==> config.mk <==
export PLATFORM = sky130hd
export DESIGN_NAME = int_ctrl
export DESIGN_NICKNAME = d
export VERILOG_FILES = /design/src/rtl/int_ctrl_pkg.sv /design/src/rtl/irq_sync.sv /design/src/rtl/int_ctrl.sv
export SDC_FILE = /design/constraint.sdc
export NUM_CORES = 1
export LEC_CHECK = 0
export CAP_MARGIN = 20
export CORE_MARGIN = 2
export CORE_UTILIZATION = 57
export CTS_CLUSTER_SIZE = 28
export DETAILED_ROUTE_END_ITERATION = 10
export DONT_BUFFER_PORTS = 1
export GPL_TIMING_DRIVEN = 0
export PLACE_DENSITY_LB_ADDON = 0.2
export SYNTH_ARGS = -nofsm -noshare
export SYNTH_HDL_FRONTEND = slang
export SYNTH_SLANG_ARGS = --single-unit
==> constraint.sdc <==
create_clock -name clk -period 4.7 [get_ports clk]
set_input_delay 0.47 -clock clk [delete_from_list [all_inputs] [get_ports clk]]
set_output_delay 0.47 -clock clk [all_outputs]
set_load 0.02 [all_outputs]
==> src/rtl/int_ctrl_pkg.sv <==
// int_ctrl_pkg -- shared definitions for the interrupt controller slice.
//   Register byte offsets, mcause values for the three interrupt sources,
//   and the request FSM state encoding.
package int_ctrl_pkg;

  localparam logic [4:0] OFS_MSIP    = 5'h00;
  localparam logic [4:0] OFS_CMP_LO  = 5'h08;
  localparam logic [4:0] OFS_CMP_HI  = 5'h0C;
  localparam logic [4:0] OFS_TIME_LO = 5'h10;
  localparam logic [4:0] OFS_TIME_HI = 5'h14;

  localparam logic [31:0] CAUSE_EXT = 32'h8000_000B;
  localparam logic [31:0] CAUSE_SW  = 32'h8000_0003;
  localparam logic [31:0] CAUSE_TMR = 32'h8000_0007;

  typedef enum logic [1:0] {
    ST_IDLE  = 2'd0,
    ST_REQ   = 2'd1,
    ST_BLANK = 2'd2
  } state_t;

endpackage

==> src/rtl/irq_sync.sv <==
// irq_sync -- two-flop synchronizer plus rising-edge detector for an
// asynchronous interrupt line.
//   clk      : sampling clock
//   rst      : asynchronous active-low reset
//   async_in : raw asynchronous request line
//   rise     : one-cycle pulse on a rising edge of the synchronized line
module irq_sync (
  input  logic clk,
  input  logic rst,
  input  logic async_in,
  output logic rise
);

  logic [1:0] sync_q;
  logic       prev_q;

  always_ff @(posedge clk or negedge rst) begin
    if (!rst) begin
      sync_q <= '0;
      prev_q <= 1'b0;
    end else begin
      sync_q <= {sync_q[0], async_in};
      prev_q <= sync_q[1];
    end
  end

  assign rise = sync_q[1] & ~prev_q;

endmodule

==> src/rtl/int_ctrl.sv <==
// int_ctrl -- machine-level interrupt controller: mtime/mtimecmp timer,
// optional software interrupt (msip), synchronized external interrupt,
// fixed-priority arbiter and a request/acknowledge/blanking FSM.
//   Build option: define INT_CTRL_SWI_EN to include msip and the software
//   interrupt source; without it offset 0x00 reads 0 and ignores writes.
//   Parameters: PRESCALE  clk cycles per mtime tick (1..255)
//               BLANK_CYC cycles interrupt stays low after an acknowledge
//   Ports: clk, rst (async active-low), ext_irq_in (async external request),
//          bus_req/bus_we/bus_addr/bus_wdata -> bus_rdata/bus_rvalid
//          (register access, read data one cycle later),
//          int_ack (acknowledge pulse), interrupt (level request),
//          int_cause (mcause of the current request).
module int_ctrl
  import int_ctrl_pkg::*;
#(
  parameter int unsigned PRESCALE  = 4,
  parameter int unsigned BLANK_CYC = 3
) (
  input  logic        clk,
  input  logic        rst,
  input  logic        ext_irq_in,
  input  logic        bus_req,
  input  logic        bus_we,
  input  logic [4:0]  bus_addr,
  input  logic [31:0] bus_wdata,
  output logic [31:0] bus_rdata,
  output logic        bus_rvalid,
  input  logic        int_ack,
  output logic        interrupt,
  output logic [31:0] int_cause
);

  logic        wr, rd;
  logic [7:0]  pre_cnt;
  logic        tick;
  logic [63:0] mtime, mtimecmp;
  logic [31:0] rd_mux;
  logic        ext_rise, ext_pend, sw_pend, tmr_pend;
  logic        any_pend, cur_pend;
  logic [31:0] win_cause, cause_d;
  logic [7:0]  blank_cnt, blank_d;
  state_t      state, state_d;

  assign wr = bus_req & bus_we;
  assign rd = bus_req & ~bus_we;

  // Prescaler: mtime advances on the cycle the counter wraps to 0.
  assign tick = (pre_cnt == 8'(PRESCALE - 1));

  always_ff @(posedge clk or negedge rst) begin
    if (!rst) pre_cnt <= '0;
    else      pre_cnt <= tick ? '0 : pre_cnt + 8'd1;
  end

  // A write to either mtime half suppresses that cycle's increment entirely,
  // so no carry leaks into the half that was not written.
  always_ff @(posedge clk or negedge rst) begin
    if (!rst) begin
      mtime <= '0;
    end else if (wr && bus_addr == OFS_TIME_LO) begin
      mtime[31:0] <= bus_wdata;
    end else if (wr && bus_addr == OFS_TIME_HI) begin
      mtime[63:32] <= bus_wdata;
    end else if (tick) begin
      mtime <= mtime + 64'd1;
    end
  end

  always_ff @(posedge clk or negedge rst) begin
    if (!rst) begin
      mtimecmp <= '1;
    end else if (wr && bus_addr == OFS_CMP_LO) begin
      mtimecmp[31:0] <= bus_wdata;
    end else if (wr && bus_addr == OFS_CMP_HI) begin
      mtimecmp[63:32] <= bus_wdata;
    end
  end

`ifdef INT_CTRL_SWI_EN
  logic msip;

  always_ff @(posedge clk or negedge rst) begin
    if (!rst)                              msip <= 1'b0;
    else if (wr && bus_addr == OFS_MSIP)   msip <= bus_wdata[0];
  end

  assign sw_pend = msip;
`else
  assign sw_pend = 1'b0;
`endif

  always_comb begin
    rd_mux = '0;
    case (bus_addr)
`ifdef INT_CTRL_SWI_EN
      OFS_MSIP:    rd_mux = {31'd0, msip};
`endif
      OFS_CMP_LO:  rd_mux = mtimecmp[31:0];
      OFS_CMP_HI:  rd_mux = mtimecmp[63:32];
      OFS_TIME_LO: rd_mux = mtime[31:0];
      OFS_TIME_HI: rd_mux = mtime[63:32];
      default:     rd_mux = '0;
    endcase
  end

  always_ff @(posedge clk or negedge rst) begin
    if (!rst) begin
      bus_rvalid <= 1'b0;
      bus_rdata  <= '0;
    end else begin
      bus_rvalid <= rd;
      bus_rdata  <= rd ? rd_mux : '0;
    end
  end

  irq_sync u_irq_sync (
    .clk      (clk),
    .rst      (rst),
    .async_in (ext_irq_in),
    .rise     (ext_rise)
  );

  // A fresh edge on the acknowledge cycle keeps the request pending.
  always_ff @(posedge clk or negedge rst) begin
    if (!rst)
      ext_pend <= 1'b0;
    else if (ext_rise)
      ext_pend <= 1'b1;
    else if (state == ST_REQ && int_ack && int_cause == CAUSE_EXT)
      ext_pend <= 1'b0;
  end

  assign tmr_pend = (mtime >= mtimecmp);
  assign any_pend = ext_pend | sw_pend | tmr_pend;

  always_comb begin
    win_cause = CAUSE_TMR;
    if (ext_pend)     win_cause = CAUSE_EXT;
    else if (sw_pend) win_cause = CAUSE_SW;
  end

  always_comb begin
    cur_pend = 1'b0;
    case (int_cause)
      CAUSE_EXT: cur_pend = ext_pend;
      CAUSE_SW:  cur_pend = sw_pend;
      CAUSE_TMR: cur_pend = tmr_pend;
      default:   cur_pend = 1'b0;
    endcase
  end

  always_ff @(posedge clk or negedge rst) begin
    if (!rst) begin
      state     <= ST_IDLE;
      int_cause <= '0;
      blank_cnt <= '0;
    end else begin
      state     <= state_d;
      int_cause <= cause_d;
      blank_cnt <= blank_d;
    end
  end

  always_comb begin
    state_d   = state;
    cause_d   = int_cause;
    blank_d   = blank_cnt;
    interrupt = 1'b0;
    case (state)
      ST_IDLE: begin
        if (any_pend) begin
          cause_d = win_cause;
          state_d = ST_REQ;
        end
      end
      ST_REQ: begin
        interrupt = 1'b1;
        if (int_ack) begin
          state_d = ST_BLANK;
          blank_d = 8'(BLANK_CYC);
        end else if (!cur_pend) begin
          state_d = ST_IDLE;
        end
      end
      ST_BLANK: begin
        if (blank_cnt <= 8'd1) begin
          blank_d = '0;
          state_d = ST_IDLE;
        end else begin
          blank_d = blank_cnt - 8'd1;
        end
      end
      default: state_d = ST_IDLE;
    endcase
  end

endmodule

; Word level (Yosys, flattened, before mapping)
; Cells that the tools add are included.
[word_totals]
ram_bits = 0
out_inout_bits = 66
latchBits = 0
inputBits = 43
wordCells = 77
rom_bits = 0
memories = 0
ff_bits = 215
[classes]
multipliers = 0
bitwise = 8
div_mod_pow = 0
magnitude_cmp = 2
eq_ne = 14
shifts = 0
add_sub_neg = 3
n_mux = 20
n_reduce_logical = 17
[op_table]
columns = cell, count
row1 = 2-to-1 mux 32 bit, 4
row2 = one-hot mux 32 bit (4 select lines), 1
row3 = adder 64 x 1 -> 64 bit (second input constant), 1
row4 = == test 32 bit (second input constant), 2
row5 = greater-or-equal comparator 64 bit, 1
row6 = 2-to-1 mux 64 bit, 1
row7 = 2-to-1 mux 8 bit, 3
row8 = one-hot mux 8 bit (2 select lines), 1
row9 = == test 5 x 4 -> 1 bit (second input constant), 2
row10 = == test 5 bit (second input constant), 2
row11 = AND reduction 2 bit, 5
row12 = adder 8 x 1 -> 8 bit (second input constant), 1
row13 = == test 8 x 2 -> 1 bit (second input constant), 1
row14 = <= comparator 8 x 1 -> 1 bit (second input constant), 1
row15 = 2-to-1 mux 2 bit, 4
row16 = != test 2 bit (second input constant), 4
row17 = nonzero test 2 bit, 4
row18 = subtractor 8 x 1 -> 8 bit (second input constant), 1
row19 = logical AND 1 bit, 6
row20 = one-hot mux 2 bit (3 select lines), 1
row21 = 2-to-1 mux 4 bit, 1
row22 = NOT 1 bit, 4
row23 = AND 1 bit, 3
row24 = 2-to-1 mux 1 bit, 3
row25 = 7 further kinds, 7

; Longest topological paths before layout
; Gate-level depths: netlist of the first run.
[logic_depth]
word_depth = 5
mapped_depth = 9
mapped_depth_nobuf = 9

; Hierarchy
; A second synthesis of the first run with hierarchy kept.
[unflattened]
cells_unflattened = 1204
area_unflattened_um2 = 10861.7
[by_module_without_submodules]
columns = module, n_inst, cells_each, area_each_um2, seq_area_each_um2
row1 = int_ctrl, 1, 1200, 10772.8, 4659.5
row2 = irq_sync, 1, 4, 88.8, 75.1

; Least setup slack after synthesis of the first run
; No wires, ideal clock.
[synth_path]
kind = input port to flip-flop
from = input port bus_addr[1]
to = register mtime[3]
path_buffers = 3
setup_ns = 0.130
slack_ns = 2.297
required_ns = 4.570
path_stages = 9
arrival_ns = 2.272
cell_sequence = or4b_1 > buf_2 > or3_1 > buf_6 > and2_1 > buf_6 > and4_4 > xnor2_1 > o21ai_1
[synth_via]
elab_chain_len = 4
elab_cells_between_ends = 8
classes_between = eq/ne (3) / mux (1) / reduce/logical (4)
[synth_rtl]
columns = element, line_no
row1 = from (decl), int_ctrl.sv:24  ; input logic [4:0] bus_addr,
row2 = "== test 5 bit, on equally long branches", "int_ctrl.sv:60, int_ctrl.sv:62"
row3 = "logical AND 1 bit, on equally long branches", "int_ctrl.sv:60, int_ctrl.sv:62"
row4 = != test 2 bit (no source line) / nonzero test 2 bit (equally long branches), n/a
row5 = AND reduction 2 bit (no source line), n/a
row6 = to (signal assigned), int_ctrl.sv:61  ; mtime[31:0] <= bus_wdata;
row7 = to (signal assigned), int_ctrl.sv:65  ; mtime <= mtime + 64'd1;
row8 = to (decl), int_ctrl.sv:36  ; logic [63:0] mtime, mtimecmp;
; Several ways; a longest one is shown, not always the timed one.
; A chain may end at the register's enable or synchronous reset.

; Final worst setup path of the first run
[layout_path]
from = register pre_cnt[0]
to = register mtime[28]
[layout_via]
elab_chain_len = 3
[layout_rtl]
columns = element, line_no
row1 = from (decl), int_ctrl.sv:34  ; logic [7:0] pre_cnt;
row2 = from (signal assigned), int_ctrl.sv:52  ; else pre_cnt <= tick ? '0 : pre_cnt + 8'd1;
row3 = == test 8 x 2 -> 1 bit, int_ctrl.sv:48  ; assign tick = (pre_cnt == 8'(PRESCALE - 1));
row4 = nonzero test 2 bit (no source line), n/a
row5 = AND reduction 2 bit (no source line), n/a
; Every way passes these cells.

==> summary.md, run 1 <==
| Metric | Value |
|---|---|
| Core ar. | `18,700 um2` |
| Maximum VDD drop | `0.266 mV` |
| Gate Count Post-Synth | `around 1,200` |
| Finished Layout Cells | `1,491` |
| FF-to-FF End | `mtime[28]` |
| Gate power share | `0.161` |
| Post-CTS Setup Inserts | `0` |
| Clock Skews | `8.02 ps` |
| Delay-heaviest family, CP | `simple AND/OR/NAND/NOR gates` |
| Slew margin rel. | `0.283` |
| Setup violators final | `0` |
| M3 GR Usage | `0.0619` |
| Post-synth top cells | `183 x nand2_1, 122 x dfrtp_1, 117 x o21ai_0` |
| Final WL | `30.9 mm` |
| Synth Warn # | `0` |
| CTS tree | `done` |
| Leak pwr | `about 5 nW` |
| CP Capture Type | `flip-flop` |
| Die X | `approximately 140 um` |
| Critical path buffers and inverters | `0` |
| Row count | `50` |
| Final worst setup slack | `1610 ps` |
| Wire length of the first global-routing pass | `roughly 50 mm` |
| Pint | `2.92 mW` |
| Layout cells sized above 1 | `0.150` |
| DRC | `0` |
| Mapped Area | `10,900 um2` |
| Sw Pwr | `1.22 mW` |
| Failing checks | `hold timing` |
| Die area | `between 20,000 and 25,000 um2` |
| H-tree levels | `4` |
| Root buf cell | `clkbuf_16` |
| Final Power | `between 4 and 5 mW` |
| CP required | `5020 ps` |
| Reg2reg start | `pre_cnt[0]` |
| Placed Area | `11,300 um2` |
| Pre-CTS WS | `1710 ps` |
| Setup TNS | `0 ps` |
| GPL Wtd Cong | `just under 1` |
| Initial antenna violation count | `0` |
| Yosys top cell by area | `dfrtp_1` |
| Max_cap viols | `0` |
| Largest net degree at the start of global routing | `187` |
| Final period util | `0.657` |
| Hold WC Path Type | `primary input to async pin` |
| Crit path kind | `flip-flop to flip-flop` |
| Worst Path Arrival | `3410 ps` |
| Post-synth EDFFs | `0` |
| GRT Max-Usage Layer | `met2` |
| Largest cells by area after synthesis | `dfrtp_1 28%, dfstp_2 15%, ha_1 7.8%, nand2_1 6.3%, o21ai_0 5.4%` |
| GR Util met1 | `0.457` |
| Synth cell types | `between 60 and 70` |
| Clock Latency Late Sink | `440 ps` |
| Critical-path top delay cell | `nor4_4` |
| TritonRoute pass-1 iters | `6` |
| Sw Ratio | `0.294` |
| Initial core utilization | `0.582` |
| Via count | `9,390` |
| Drt wl/cell | `20.7 um` |
| Slew Limit Fails | `0` |
| DR iter-0 viols | `between 1,000 and 1,500` |
| Critical Path Fanout Max | `9` |
| P&R area growth vs syn | `8.98%` |
| Syn avg cell area | `9.08 um2` |
| Fin crit period | `around 3000 ps` |
| Placed Cells | `1,459` |
| Die Height | `142 um` |
| Top_reg_cell synth | `dfrtp_1` |
| Synth async-reset ratio | `1.00` |
| Input/output buffers | `0` |
| CP Cell Sequence | `ha_1 > or4b_1 > nor4_4 > nand3_2 > nor2_2 > nand4_1 > xnor2_1 > mux2_2` |
| Total GRT Usage | `0.316` |
| I/O pin count | `approximately 110` |
| Worst-path clk slew | `70 ps` |
| Antenna cells | `0` |
| Startpoint Class | `flip-flop` |
| Setup slack, reg-to-reg | `1610 ps` |
| Register bit total from synthesis | `186` |
| GR Overflow Total | `0` |
| Area share of the largest cell type after synthesis | `0.280` |
| Max Freq | `~320 MHz` |
| Max clock buf depth | `2` |
| Final #Nets | `1,355` |
| Final Hold Fails | `163` |
| Clock sink count | `186` |
| Outcome | `complete, but fails checks` |
| Met2 Use GR | `0.476` |
| Antenna Nets Post-Route | `0` |
| Sequential share of the synthesized area | `0.435` |
| PwrDens | `between 300 and 400 nW/um2` |
| Final Util | `0.635` |
| Dpl hpwl | `21.8 mm` |
| RSZ-0062 raised after global routing | `false` |
| Peak per-stage delay on the critical path | `510 ps` |
| Post-cts resize count | `0` |
| Sequential power share | `0.488` |
| Vias in the first global route | `8,833` |
| Hold_ws | `-278 ps` |
| R2R cell count | `8` |
| CTS Buf Count | `17` |
| Most common cell in the synthesized netlist | `nand2_1` |
| Worst Max-Slew Pin Slew | `1070 ps` |
| Vias/cell | `6.30` |
| Final instance area | `11,900 um2` |
| Clock power frac | `0.351` |
cell usage in the layout, fill, tap and decap left out, drive strengths merged, types with 7 or more instances in the layout:
cell / synthesis / layout
nand2: 183 / 183
dfrtp: 122 / 122
o21ai: 119 / 119
a21oi: 87 / 87
inv: 75 / 76
ha: 68 / 68
dfstp: 64 / 64
clkbuf: 43 / 62
nand3: 47 / 47
nor2: 46 / 46
buf: 42 / 42
mux2: 37 / 37
a22oi: 32 / 32
conb: 1 / 27
nand4: 25 / 25
xor2: 21 / 21
and3: 21 / 21
nor3: 20 / 20
xnor2: 18 / 18
and4: 12 / 12
nor4: 11 / 11
o22ai: 10 / 10
a21o: 8 / 8
a31oi: 7 / 7
and2: 7 / 7
clkinv: 0 / 7
registers in the layout (all words and copies together), names as in the netlist:
signal             count
u_irq_sync.sync_q      2
pre_cnt                8
blank_cnt              8
u_irq_sync.prev_q      1
bus_rdata             32
state                  2
ext_pend               1
mtime                 64
bus_rvalid             1
mtimecmp              64
int_cause              3
logic make-up (layout without fill, tap and decap cells):
| kind of cell | Yosys count | after routing | synth area share |
|---|---|---|---|
| adders and majority gates | 68 | 68 | 0.0781 |
| and+or+nand+nor | 391 | 391 | 0.174 |
| other | 1 | 27 | 0.000344 |
| AOI/OAI and AO/OA | 316 | 316 | 0.174 |
| buffers and inverters | 160 | 192 | 0.0681 |
| muxes | 38 | 38 | 0.0392 |
| xor gates and xnor gates | 39 | 39 | 0.0314 |
| DFF | 186 | 186 | 0.435 |
layout make-up:
| cell class | count | area, um2 |
|---|---|---|
| Multi-Input combinational cell | 879 | 5510 |
| Fill cell | 1577 | 6840 |
| Clock inverter | 13 | 145 |
| Inverter | 75 | 282 |
| Tap cell | 234 | 293 |
| Clock buffer | 19 | 443 |
| Sequential cell | 186 | 4730 |
| Buffer | 85 | 460 |
power by group through the flow:
stage | sequential [mW] | clock [mW] | combinational [mW]
floorplan | 1.98 | 0 | 0.502
global placement | 2.03 | 0 | 0.624
detailed placement | 2.04 | 0 | 0.644
CTS | 2.01 | 1.47 | 0.656
global route | 2.04 | 1.54 | 0.758
finish | 2.02 | 1.45 | 0.667
per-layer routing:
metal  vias up  share of wire  wire length [um]
met3        60          0.088              2730
met2       478           0.45             14000
met1      4571           0.43             13400
li1       4281              -                 -
met4         0          0.027               827
met5         -              0                 0
worst reg2reg max path, stage by stage, from the launching register on:
cell and delay [ps]:
dfrtp_1 390, ha_1 210, or4b_1 490, nor4_4 510, nand3_2 320, nor2_2 460
nand4_1 180, xnor2_1 150, mux2_2 260
worst max path at each step:
stage / startpoint / end / slack, ps / cells past startpoint
after floorplan: bus_addr[1] / mtime[3] / 2300 / 9
after global placement: pre_cnt[0] / mtime[28] / 1720 / 8
after detailed placement: pre_cnt[0] / mtime[28] / 1710 / 8
after CTS: pre_cnt[0] / mtime[28] / 1700 / 8
after global routing: pre_cnt[0] / mtime[17] / 1510 / 8
final: pre_cnt[0] / mtime[28] / 1610 / 8
Power figures use the tool's default switching activity.
==> run 2: changes to the inputs <==
- ABC_AREA: not set -> 1
- clock period: 4.7 -> 2.63 ns (I/O delays scaled with it)
==> summary.md, run 2 <==
| Metric | Value |
|---|---|
| Largest cells by area after synthesis | `dfrtp_1 26%, dfstp_2 14%, nand2_1 10%, ha_1 7.1%, inv_1 6.9%` |
| RSZ-0062 raised after global routing | `false` |
| Leak pwr | `between 5 and 6 nW` |
| Final #Nets | `1,738` |
| Commonest non-fill, non-tap cell in the layout | `nand2_1` |
| Largest net degree at the start of global routing | `187` |
| Worst Path Arrival | `2890 ps` |
| Most common cell in the synthesized netlist | `nand2_1` |
| Via count | `11,600` |
| Most frequent cells in the layout | `322 x nand2_1, 220 x inv_1, 159 x nor2_1` |
| Placed Cells | `1,850` |
| Post-CTS Setup Inserts | `0` |
| P&R area growth vs syn | `10.7%` |
| TritonRoute pass-1 iters | `6` |
| Max clock buf depth | `2` |
| Clock Skews | `10.5 ps` |
| Startpoint Class | `flip-flop` |
| Worst-path clk slew | `80 ps` |
| Top_reg_cell synth | `dfrtp_1` |
| Setup TNS | `0 ps` |
| Slew Limit Fails | `0` |
| CP required | `2950 ps` |
| Hold buffers post-CTS | `28` |
| Fin crit period | `approximately 2600 ps` |
| Post-synth top cells | `322 x nand2_1, 220 x inv_1, 160 x nor2_1` |
| Register bit total from synthesis | `186` |
| Die Height | `around 150 um` |
| Hold WC Path Type | `primary input to async pin` |
| Clock sink count | `approximately 190` |
| Critical Path Source | `mtime[22]` |
| GR Overflow Total | `0` |
| Core ar. | `20,400 um2` |
| Area share of the largest cell type after synthesis | `0.256` |
| Final period util | `0.977` |
| Die area | `22,100 um2` |
| Reg2reg start | `mtime[22]` |
| Post-synth EDFFs | `0` |
| Vias in the first global route | `11,200` |
| Max Freq | `389 MHz` |
| CTS tree | `done` |
| Final Hold Fails | `roughly 190` |
| Mapped Area | `about 12,000 um2` |
| Vias/cell | `6.08` |
| Antenna Nets Post-Route | `0` |
| Final Power | `9.15 mW` |
| GPL Wtd Cong | `1.01` |
| Layout cells sized above 1 | `0.107` |
| Synth async-reset ratio | `1.00` |
| Dpl hpwl | `32.7 mm` |
| PwrDens | `694 nW/um2` |
| Input/output buffers | `0` |
| Gate Count Post-Synth | `1,554` |
| H-tree levels | `4` |
| DRC | `0` |
| Initial antenna violation count | `2` |
| DR iter-0 viols | `1,344` |
| Synth cell types | `45` |
| Setup violators final | `0` |
| Max_cap viols | `0` |
| I/O pin count | `109` |
| R2R cell count | `9` |
| Drt wl/cell | `between 20 and 25 um` |
| CP Capture Type | `flip-flop` |
| Worst Max-Slew Pin Slew | `1050 ps` |
| Yosys top cell by area | `dfrtp_1` |
| Root buf cell | `clkbuf_16` |
| Largest regs | `mtime (64), mtimecmp (64), bus_rdata (32)` |
| Row count | `52` |
| Crit path kind | `flip-flop to flip-flop` |
| Final WL | `42.9 mm` |
| Wire length of the first global-routing pass | `64.8 mm` |
| Critical Path Fanout Max | `5` |
| Clock Latency Late Sink | `450 ps` |
| FF-to-FF End | `mtime[54]` |
| Initial core utilization | `0.585` |
| Hold_ws | `-494 ps` |
| Setup slack, reg-to-reg | `60 ps` |
| Slew margin rel. | `0.300` |
| Syn avg cell area | `7.67 um2` |
| Finished Layout Cells | `1,912` |
| Sequential share of the synthesized area | `0.397` |
| Maximum VDD drop | `0.434 mV` |
| Failing checks | `hold timing` |
| CTS Buf Count | `17` |
| Total GRT Usage | `0.394` |
| Synth Warn # | `0` |
| Outcome | `complete, but fails checks` |
| Die X | `149 um` |
==> run 2: changes by cell type in the layout (fill, tap and decap cells not counted), sizes merged, moves of 31 or more <==
| cell | previous run | this run |
|---|---|---|
| nand3 | 47 | 78 |
| nand2 | 183 | 327 |
| a22oi | 32 | 1 |
| a21oi | 87 | 43 |
| inv | 76 | 240 |
| mux2 | 37 | 0 |
| nor2 | 46 | 175 |
==> run 2: metrics by stage <==
step	worst slack (ps)	hold WS, ps	utilization	cell area (um2)
after global routing	7.05	-504	0.648	13200
after CTS	139	-495	0.647	13200
final	60.5	-494	0.648	13200
after global placement	166	-27.4	0.606	12300
after floorplan	784	-32.6	-	12000
after detailed placement	164	-27.4	0.606	12300
==> run 2: final cells by class <==
class,instances,area (um2)
fillers,1787,7170
multi-input cells,1089,6000
flip-flops and latches,186,4730
inverters,233,875
clock buffers,19,443
plain buffers,72,408
well taps,270,338
repair buffers,28,280
clock inverters,13,109
diodes,2,5.00
==> run 2: where the power goes <==
part | switching, mW | leakage (nW) | internal [mW]
logic | 1.70 | 3.49 | 0.972
clock network | 1.27 | 0.266 | 1.27
registers | 0.564 | 2.19 | 3.39
total | 3.53 | 5.95 | 5.63
==> run 2: logic make-up (layout without fill, tap and decap cells) <==
kind of cell,count (synthesis),after routing,share of synthesized area
buffers and inverters,305,365,0.108
AND/OR/NAND/NOR,674,674,0.249
AO/OA/AOI/OAI,286,286,0.149
flip-flops,186,186,0.397
other,1,29,0.000315
adder cells (fa/ha/maj),68,68,0.0714
XOR/XNOR,34,34,0.0250
==> run 2: worst max-delay path, stage by stage (launching register included) <==
cell	delay, ps
dfrtp_1	470
nand2_1	190
nor3_1	420
nand2_1	170
nor2_1	560
nand2_1	170
o21ai_1	170
nand3_1	90
o211ai_1	120
o21ai_1	90
==> run 2: timing repair <==
action / CTS / global route
setup endpoints to repair: 0 / 3
endpoints found under the hold margin: 237 / 186
resized for setup: 0 / 2
==> run 2: routing by layer <==
layer / up-vias / track usage / wire length, um
li1: 5290 / - / -
met1: 5545 / 0.517 / 17300
met2: 651 / 0.615 / 19200
met3: 136 / 0.0963 / 4220
met4: 4 / 0.186 / 2080
met5: - / 0 / 70
==> run 2: how the worst max path moves through the flow <==
stage / endpoint / slack, ps / cells past startpoint
after floorplan: mtime[62] / 780 / 12
after global placement: mtime[48] / 170 / 11
after detailed placement: mtime[48] / 160 / 11
after CTS: mtime[48] / 140 / 11
after global routing: mtime[58] / 7 / 11
final: mtime[54] / 60 / 9
==> run 3: changes to the inputs <==
- CORE_UTILIZATION: 57 -> 48
- CTS_CLUSTER_DIAMETER: not set -> 50
==> summary.md, run 3 (synthesized netlist as in run 2, its figures left out) <==
| Metric | Value |
|---|---|
| Largest net degree at the start of global routing | `187` |
| Placed Cells | `between 1,500 and 2,000` |
| Final period util | `0.963` |
| Layout cells sized above 1 | `0.111` |
| DRC | `0` |
| Hold_ws | `-513 ps` |
| CP required | `2980 ps` |
| Vias/cell | `5.73` |
| Commonest non-fill, non-tap cell in the layout | `nand2_1` |
| Sw Ratio | `0.393` |
| Drt wl/cell | `22.9 um` |
| P&R area growth vs syn | `12.2%` |
| Clock power frac | `0.288` |
| Reg area | `4740 um2` |
| CTS tree | `done` |
| Max clock buf depth | `2` |
| Startpoint Class | `flip-flop` |
| Max_cap viols | `0` |
| Most frequent cells in the layout | `322 x nand2_1, 220 x inv_1, 158 x nor2_1` |
| PwrDens | `697 nW/um2` |
| Final Hold Fails | `186` |
| Multi-input combinational cell area | `6010 um2` |
| I/O pin count | `109` |
| Crit path kind | `flip-flop to flip-flop` |
| Slew Limit Fails | `0` |
| Die area | `26,100 um2` |
| Root buf cell | `clkbuf_16` |
| Worst-path clk slew | `90 ps` |
| H-tree levels | `4` |
| RSZ-0062 raised after global routing | `true` |
| Wire length of the first global-routing pass | `67.1 mm` |
| CP Cell Sequence | `inv_1 > ha_1 > nand4_1 > nor2_1 > nand3_1 > nor2_1 > nor2_1 > nand2_1 > nand2_1 > nand3_1 > nand2_1 > nand2_1 > nand2_1` |
| Final Util | `0.550` |
| Total GRT Usage | `0.350` |
| GR Overflow Total | `0` |
| Worst Path Arrival | `2890 ps` |
| Sw Pwr | `between 3 and 4 mW` |
| Die Height | `162 um` |
| TritonRoute pass-1 iters | `5` |
| Antenna Nets Post-Route | `0` |
| Gate power share | `0.287` |
| CTS Buf Count | `17` |
| Final #Nets | `1,743` |
| DR iter-0 viols | `between 1,000 and 1,500` |
| Row count | `57` |
| Placed Area | `12,400 um2` |
| Hold buffers post-CTS | `33` |
| GPL Wtd Cong | `about 1` |
| Critical Path Source | `mtimecmp[15]` |
| FF-to-FF End | `int_cause[3]` |
| Clock Latency Late Sink | `460 ps` |
| Worst Max-Slew Pin Slew | `1090 ps` |
| Pint | `around 5.6 mW` |
| Outcome | `complete, but fails checks` |
| Via count | `11,300` |
| Final instance area | `roughly 13,000 um2` |
| Initial core utilization | `0.490` |
| Critical-path top delay cell | `dfstp_2` |
| Finished Layout Cells | `1,969` |
| Critical Path Sink | `int_cause[3]` |
| Antenna cells | `0` |
| Critical path's most frequent cell | `nand2_1` |
| Dpl hpwl | `between 30 and 40 mm` |
| CP Capture Type | `flip-flop` |
| R2R cell count | `13` |
| Critical Path Fanout Max | `4` |
| Initial antenna violation count | `0` |
| Leak pwr | `6.00 nW` |
| Sequential power share | `0.425` |
| Max Freq | `395 MHz` |
| Input/output buffers | `0` |
| Reg2reg start | `mtimecmp[15]` |
| Clock sink count | `186` |
| Fillers | `2,371` |
| Slew margin rel. | `0.273` |
| Hold WC Path Type | `primary input to async pin` |
| Die X | `162 um` |
| Setup violators final | `0` |
| Setup slack, reg-to-reg | `100 ps` |
| Maximum VDD drop | `0.434 mV` |
| Largest regs | `mtime (64), mtimecmp (64), bus_rdata (32)` |
| Fin crit period | `about 2500 ps` |
| Failing checks | `hold timing` |
| Clock Skews | `15.7 ps` |
| Peak per-stage delay on the critical path | `550 ps` |
| Core ar. | `~24,000 um2` |
| Final WL | `45.1 mm` |
| Vias in the first global route | `roughly 11,000` |
## run 3: cell types whose count changed in the layout (fill, tap and decap cells not counted), moves of 3 or more
cell           before  now
inv_8               3    6
clkinv_8            0    4
inv_6               4    0
dlygate4sd3_1      28   33
## run 3: final cells by class
| type | instances | share of cell area |
|---|---|---|
| buffer | 72 | 0.0306 |
| clock buffer | 17 | 0.0318 |
| tap | 324 | 0.0303 |
| sequential | 186 | 0.354 |
| inverter | 233 | 0.0654 |
| clock inverter | 15 | 0.0128 |
| multi-input combinational | 1089 | 0.450 |
| timing repair buffer | 33 | 0.0247 |
## run 3: worst min path at each step
stage	end	startpoint	depth (start not counted)
after floorplan	blank_cnt[0]	rst	0
after global placement	bus_rdata[6]	rst	0
after detailed placement	bus_rdata[5]	rst	0
after CTS	bus_rdata[5]	rst	0
after global routing	bus_rdata[6]	rst	0
final	bus_rdata[6]	rst	0
## run 3: worst max-delay path: cells and delay by family, from the launching register on
kind | cells | cell delay (ps)
buffers and inverters | 1 | 50
adder cells (fa/ha/maj) | 1 | 300
flip-flops | 1 | 550
AND/OR/NAND/NOR | 11 | 1530
## run 3: layer usage
layer  vias to the layer above  part of all wire  GRT usage
li1                       5281                 -          -
met4                         0             0.027      0.112
met5                         -                 0          0
met1                      5462              0.45      0.494
met2                       471              0.45      0.543
met3                        61             0.071     0.0665
## run 3: repair_timing
action	in CTS	in global routing
setup endpoints to repair	0	17
setup buffers	0	0
gates resized for setup	0	9
hold endpoints to repair	264	186
## run 3: through the flow
stage | setup TNS (ps) | setup slack (ps) | total power [mW]
6_report | 0 | 96.7 | 9.31
5_1_grt | -44.4 | -22.5 | 9.85
4_1_cts | 0 | 0.352 | 9.26
3_5_place_dp | 0 | 39.8 | 6.56
3_3_place_gp | 0 | 55.7 | 6.48
2_1_floorplan | 0 | 784 | 5.77
## run 3: power groups by stage
stage / clock (mW) / combinational (mW) / sequential (mW)
after CTS: 2.69 / 2.64 / 3.94
after global placement: 0 / 2.50 / 3.98
after floorplan: 0 / 1.96 / 3.81
final: 2.68 / 2.67 / 3.96
after detailed placement: 0 / 2.58 / 3.99
after global routing: 2.80 / 3.02 / 4.02
